--- src/rtl/load_store_unit.sv ---
// Data-memory load/store unit: accepts one load or store at a time, waits a fixed
// number of memory wait states, then reports the extended result for one cycle.
module load_store_unit #(
  parameter int unsigned MEM_WORDS   = 64,
  parameter int unsigned WAIT_CYCLES = 1
) (
  input  logic        clk,
  input  logic        reset,
  input  logic        req_valid,
  output logic        req_ready,
  input  logic [31:0] instruction,
  input  logic [31:0] addr,
  input  logic [31:0] wdata,
  output logic [31:0] rd_data,
  output logic        done,
  output logic        err
);

  localparam int unsigned AW        = $clog2(MEM_WORDS);
  localparam logic [6:0]  OP_LOAD   = 7'b0000011;
  localparam logic [6:0]  OP_STORE  = 7'b0100011;
  localparam logic [3:0]  WAIT_INIT = (WAIT_CYCLES == 0) ? 4'd0 : 4'(WAIT_CYCLES - 1);

  typedef enum logic [1:0] {S_IDLE, S_WAIT, S_DONE} state_t;

  state_t      state_q, state_d;
  logic [3:0]  cnt_q;
  logic        is_store_q;
  logic [2:0]  f3_q;
  logic [31:0] addr_q, wdata_q;
  logic [31:0] rd_q;
  logic        err_q;

  logic        is_load_op, is_store_op, accept, enter_done;
  logic        cur_store;
  logic [2:0]  cur_f3;
  logic [31:0] cur_addr, cur_wdata;
  logic [AW-1:0] widx;
  logic [31:0] mem_word, shifted, load_val, st_word, merged;
  logic [15:0] half;
  logic [3:0]  be;
  logic        bad, mem_we;
  logic        unused_bits;

  logic [31:0] mem [MEM_WORDS] = '{default: '0};

  assign unused_bits = ^{instruction[31:15], instruction[11:7], addr_q[31:AW+2], addr[31:AW+2]};

  assign is_load_op  = (instruction[6:0] == OP_LOAD);
  assign is_store_op = (instruction[6:0] == OP_STORE);
  assign accept      = req_valid && (state_q == S_IDLE) && (is_load_op || is_store_op);

  // With zero wait states the access resolves on the acceptance edge itself,
  // so the live request fields are used while IDLE instead of the latched copy.
  always_comb begin
    if (state_q == S_IDLE) begin
      cur_store = is_store_op;
      cur_f3    = instruction[14:12];
      cur_addr  = addr;
      cur_wdata = wdata;
    end else begin
      cur_store = is_store_q;
      cur_f3    = f3_q;
      cur_addr  = addr_q;
      cur_wdata = wdata_q;
    end
  end

  always_comb begin
    state_d    = state_q;
    enter_done = 1'b0;
    case (state_q)
      S_IDLE: begin
        if (accept) begin
          if (WAIT_CYCLES == 0) begin
            state_d    = S_DONE;
            enter_done = 1'b1;
          end else begin
            state_d = S_WAIT;
          end
        end
      end
      S_WAIT: begin
        if (cnt_q == 4'd0) begin
          state_d    = S_DONE;
          enter_done = 1'b1;
        end
      end
      S_DONE:  state_d = S_IDLE;
      default: state_d = S_IDLE;
    endcase
  end

  always_ff @(posedge clk or negedge reset) begin
    if (!reset) begin
      state_q    <= S_IDLE;
      cnt_q      <= '0;
      is_store_q <= 1'b0;
      f3_q       <= '0;
      addr_q     <= '0;
      wdata_q    <= '0;
      rd_q       <= '0;
      err_q      <= 1'b0;
    end else begin
      state_q <= state_d;
      if (accept) begin
        cnt_q      <= WAIT_INIT;
        is_store_q <= is_store_op;
        f3_q       <= instruction[14:12];
        addr_q     <= addr;
        wdata_q    <= wdata;
      end else if ((state_q == S_WAIT) && (cnt_q != 4'd0)) begin
        cnt_q <= cnt_q - 4'd1;
      end
      if (enter_done) begin
        rd_q  <= (cur_store || bad) ? '0 : load_val;
        err_q <= bad;
      end
    end
  end

  always_comb begin
    bad = 1'b0;
    if (cur_store) begin
      case (cur_f3)
        3'b000:  bad = 1'b0;
        3'b001:  bad = cur_addr[0];
        3'b010:  bad = |cur_addr[1:0];
        default: bad = 1'b1;
      endcase
    end else begin
      case (cur_f3)
        3'b000, 3'b100: bad = 1'b0;
        3'b001, 3'b101: bad = cur_addr[0];
        3'b010:         bad = |cur_addr[1:0];
        default:        bad = 1'b1;
      endcase
    end
  end

  assign widx     = cur_addr[AW+1:2];
  assign mem_word = mem[widx];
  assign shifted  = mem_word >> {cur_addr[1:0], 3'b000};
  assign half     = cur_addr[1] ? mem_word[31:16] : mem_word[15:0];

  always_comb begin
    case (cur_f3)
      3'b000:  load_val = {{24{shifted[7]}}, shifted[7:0]};
      3'b001:  load_val = {{16{half[15]}}, half};
      3'b010:  load_val = mem_word;
      3'b100:  load_val = {24'd0, shifted[7:0]};
      3'b101:  load_val = {16'd0, half};
      default: load_val = '0;
    endcase
  end

  always_comb begin
    st_word = cur_wdata;
    be      = 4'b1111;
    case (cur_f3[1:0])
      2'b00: begin
        st_word = {4{cur_wdata[7:0]}};
        be      = 4'b0001 << cur_addr[1:0];
      end
      2'b01: begin
        st_word = {2{cur_wdata[15:0]}};
        be      = cur_addr[1] ? 4'b1100 : 4'b0011;
      end
      default: begin
        st_word = cur_wdata;
        be      = 4'b1111;
      end
    endcase
    merged = mem_word;
    for (int unsigned i = 0; i < 4; i++) begin
      if (be[i]) merged[8*i +: 8] = st_word[8*i +: 8];
    end
  end

  // Memory is outside the reset domain; gating with reset keeps a request
  // presented during reset from writing when WAIT_CYCLES is zero.
  assign mem_we = reset && enter_done && cur_store && !bad;

  always_ff @(posedge clk) begin
    if (mem_we) mem[widx] <= merged;
  end

  assign req_ready = (state_q == S_IDLE);
  assign done      = (state_q == S_DONE);
  assign rd_data   = done ? rd_q : '0;
  assign err       = done && err_q;

endmodule

--- config.mk ---
export PLATFORM = sky130hd
export DESIGN_NAME = load_store_unit
export DESIGN_NICKNAME = d
export VERILOG_FILES = /design/src/rtl/load_store_unit.sv
export SDC_FILE = /design/constraint.sdc
export NUM_CORES = 2
export LEC_CHECK = 0
export BUFFER_PORTS_ARGS = -buffer_cell sky130_fd_sc_hd__buf_4
export CORE_MARGIN = 1
export CORE_UTILIZATION = 60
export CTS_CLUSTER_SIZE = 12
export DETAILED_ROUTE_END_ITERATION = 12
export PLACE_DENSITY = 0.79
export SYNTH_ARGS = -nofsm -noshare
export SYNTH_HDL_FRONTEND = slang
export SYNTH_SLANG_ARGS = --single-unit
--- constraint.sdc ---
create_clock -name clk -period 6.6 [get_ports clk]
set_clock_uncertainty 0.2 [all_clocks]
set_input_delay 1.32 -clock clk [delete_from_list [all_inputs] [get_ports clk]]
set_output_delay 1.32 -clock clk [all_outputs]
set_load 0.1 [all_outputs]
==> results.json <==
{
  "status": "finished clean",
  "maxCapViolations": 0,
  "synthTopCellsByCount": "2,048 x edfxtp_1, 644 x nand2_1, 524 x o22ai_1",
  "yosysTopAreaCell": "edfxtp_1",
  "peakVddDrop_v": 0.0003044,
  "netlist-cell-type-count": 90,
  "htreeDepth": 4,
  "rrSetupSlack_ns": 0.82,
  "p_clk_frac": 0.377,
  "rows": 134,
  "ys_warn_count": 0,
  "relSlewSlack": 0.1251,
  "post_cts_buffers": 0,
  "rsz0062_at_grt": "false",
  "grt_max_degree": 72,
  "postSynthNetCount": 5254,
  "yosysSeqAreaShare": 0.7795,
  "ant_nets": 0,
  "seq_power_share": 0.544,
  "async_flop_share": 0.03895,
  "total_leakage_power_nw": 30.56,
  "power_density_nw_per_um2": 302.0,
  "clock_latency_ns": 0.87,
  "cp_common_cell": "buf_4",
  "clk_pin_slew_ns": 0.06,
  "wl_um": 278200,
  "holdBufCountCts": 0,
  "die_y_um": 370.7,
  "timing.hold.ws_ns": 0.1048,
  "layout-drive-gt1-share": 0.1500,
  "dieArea_um2": 137400,
  "slowest_delay_ns": 0.81,
  "setup_viol": 0,
  "grt_pass1_wl_um": 383400,
  "worstPathMaxFanout": 64,
  "core_region_area_um2": 134100,
  "period_minus_slack_ns": 5.778,
  "root_buffer": "clkbuf_16",
  "synthCells": 5153,
  "io_pins": 134,
  "clock_path_buffers": 3,
  "internal_power_mw": 21.51,
  "start_kind": "register",
  "grt_usage": 0.4019,
  "synth-edff-count": 2048,
  "max_freq_mhz": 173.1,
  "fp.dieW_um": 370.7,
  "cts_buffers": 202,
  "first_global_vias": 53050,
  "synth.most_common_cell": "edfxtp_1",
  "initial_utilization": 0.6081,
  "drv_slew": 0,
  "p_sw_frac": 0.2334,
  "cts_tree": "yes",
  "fin_crit_sh": 0.8754,
  "max_slew.worst_pin.slew_ns": 1.302,
  "vias_per_cell": 7.624,
  "syn-cell-area_um2": 81560,
  "cp_slowest_cell": "or4_1",
  "path_buf_inv": 5,
  "yosys-top-cells-area": "edfxtp_1 75%, o22ai_1 4.0%, nand2_1 3.0%, dfrtp_1 2.5%, mux2i_1 1.5%",
  "grt_overflow_total": 0,
  "fin_nets": 5546,
  "worst_hold_path_type": "input port to asynchronous set/reset pin",
  "drcViolationCount": 0,
  "critPathKind": "register to register",
  "wl_per_cell_um": 38.14,
  "antenna_found_initial": 12,
  "clock_sinks": 2131,
  "drt_iter0_drc": 11290,
  "crit_path_end_kind": "register",
  "arrival_ns": 6.14,
  "first_pass_iters": 9,
  "rr_startpoint": "state_q[0]",
  "synth_seq_cells": 2131,
  "reg2reg_to": "mem[52][17]",
  "crit_chain": "or2_1 > inv_4 > buf_4 > o21ai_0 > nand2_2 > buf_4 > buf_4 > o22ai_1 > or4_1 > o21ai_4 > buf_4",
  "area_delta_synth_final_pct": 13.94,
  "hold_viol_final": 0,
  "r2r_cells": 11,
  "finalSetupTns_ns": 0,
  "synth_top_area_frac": 0.7540,
  "power_frac_comb": 0.079,
  "vias": 55620,
  "io_buffers": 87,
  "cp.required_ns": 6.96,
  "synth_area_per_cell_um2": 15.83,
  "switchingPower_mw": 6.551,
  "globalplace.congestion": 0.9430,
  "ctsResizeCount": 0,
  "synth_ff_type": "edfxtp_1",
  "hpwl_um": 159400,
  "critPathTopFamily": "buffers and inverters"
}
## registers in the layout, summed over array words and instances, names as in the netlist
signal	cells
cnt_q	4
state_q	2
rd_q	32
addr_q	8
err_q	1
is_store_q	1
f3_q	3
wdata_q	32
mem	2048
## final cells by class
class	count	area, um2
sequential	2131	63580
fill	7855	41200
multi-input combinational	2670	17060
clock buffer	244	5264
timing repair buffer	429	4309
tap	1768	2212
clock inverter	35	454.2
inverter	11	43.79
antenna	7	17.52
## metal layers
metal,GRT usage,up-vias,share of wire
met2,0.5732,6468,0.42
met4,0.3010,38,0.095
met3,0.1676,1696,0.19
met5,0.005245,-,0.0018
met1,0.4898,26300,0.29
li1,-,21120,-
## how the worst max path moves through the flow
stage | startpoint | end | cells past startpoint
after CTS | state_q[0] | mem[11][22] | 13
after floorplan | state_q[0] | mem[0][2] | 10
final | state_q[0] | mem[52][17] | 11
after global routing | state_q[0] | mem[50][17] | 11
after detailed placement | addr[3] | mem[48][17] | 11
after global placement | addr[3] | mem[9][22] | 12
## cells by family after synthesis
group,after synthesis,synth area share
XOR/XNOR,3,0.0003222
AO/OA/AOI/OAI,1299,0.1108
buffers and inverters,352,0.02355
multiplexers,140,0.01884
AND/OR/NAND/NOR,1226,0.06666
adder cells (fa/ha/maj),2,0.0003068
flip-flops,2131,0.7795
## worst reg2reg max path: cells and delay by family (launching register included)
family	cells	cell delay, ns
compound gates	3	1.03
buf+inv	5	2.33
flops	1	0.38
simple gates	3	1.51
## through the flow
step	total power [mW]	setup slack, ns	util	instance area [um2]	cells
2_1_floorplan	16.64	0.1804	-	81560	5153
3_3_place_gp	17.55	0.7577	0.6501	87200	7009
3_5_place_dp	17.62	0.6693	0.6501	87200	7009
4_1_cts	27.86	1.098	0.6927	92920	7288
5_1_grt	28.47	0.8792	0.6928	92920	7289
6_report	28.07	0.8221	0.6929	92930	7295
## power by group through the flow
stage	logic, mW	clock network, mW	registers (mW)
6_report	2.23	10.6	15.3
3_5_place_dp	2.08	0	15.5
2_1_floorplan	1.04	0	15.6
3_3_place_gp	2.01	0	15.5
4_1_cts	2.10	10.5	15.3
5_1_grt	2.24	11.0	15.3
## layout by cell type, fill, tap and decap left out, types with 17 or more instances in the layout
cell type | Yosys | routed
and2_1 | 44 | 42
buf_12 | 0 | 87
o21ai_4 | 0 | 26
nor2_4 | 1 | 65
mux2i_1 | 122 | 121
edfxtp_1 | 2048 | 2048
nor2_1 | 214 | 147
nand3_1 | 116 | 116
a311oi_1 | 17 | 17
o22ai_1 | 524 | 524
o21ai_0 | 81 | 56
nor3_1 | 77 | 77
a21oi_1 | 112 | 107
a31oi_1 | 59 | 58
o221ai_1 | 68 | 68
buf_4 | 45 | 342
a32oi_1 | 19 | 19
nand2_1 | 644 | 634
or4_1 | 20 | 20
a22oi_1 | 76 | 76
o31ai_1 | 49 | 47
a22o_1 | 21 | 21
and3_1 | 20 | 20
clkbuf_16 | 0 | 203
o22a_1 | 38 | 38
clkbuf_1 | 81 | 38
dfrtp_1 | 83 | 83
a32o_1 | 58 | 58
a211oi_1 | 23 | 23
o211ai_1 | 30 | 30
(Power assumes the default switching activity.)
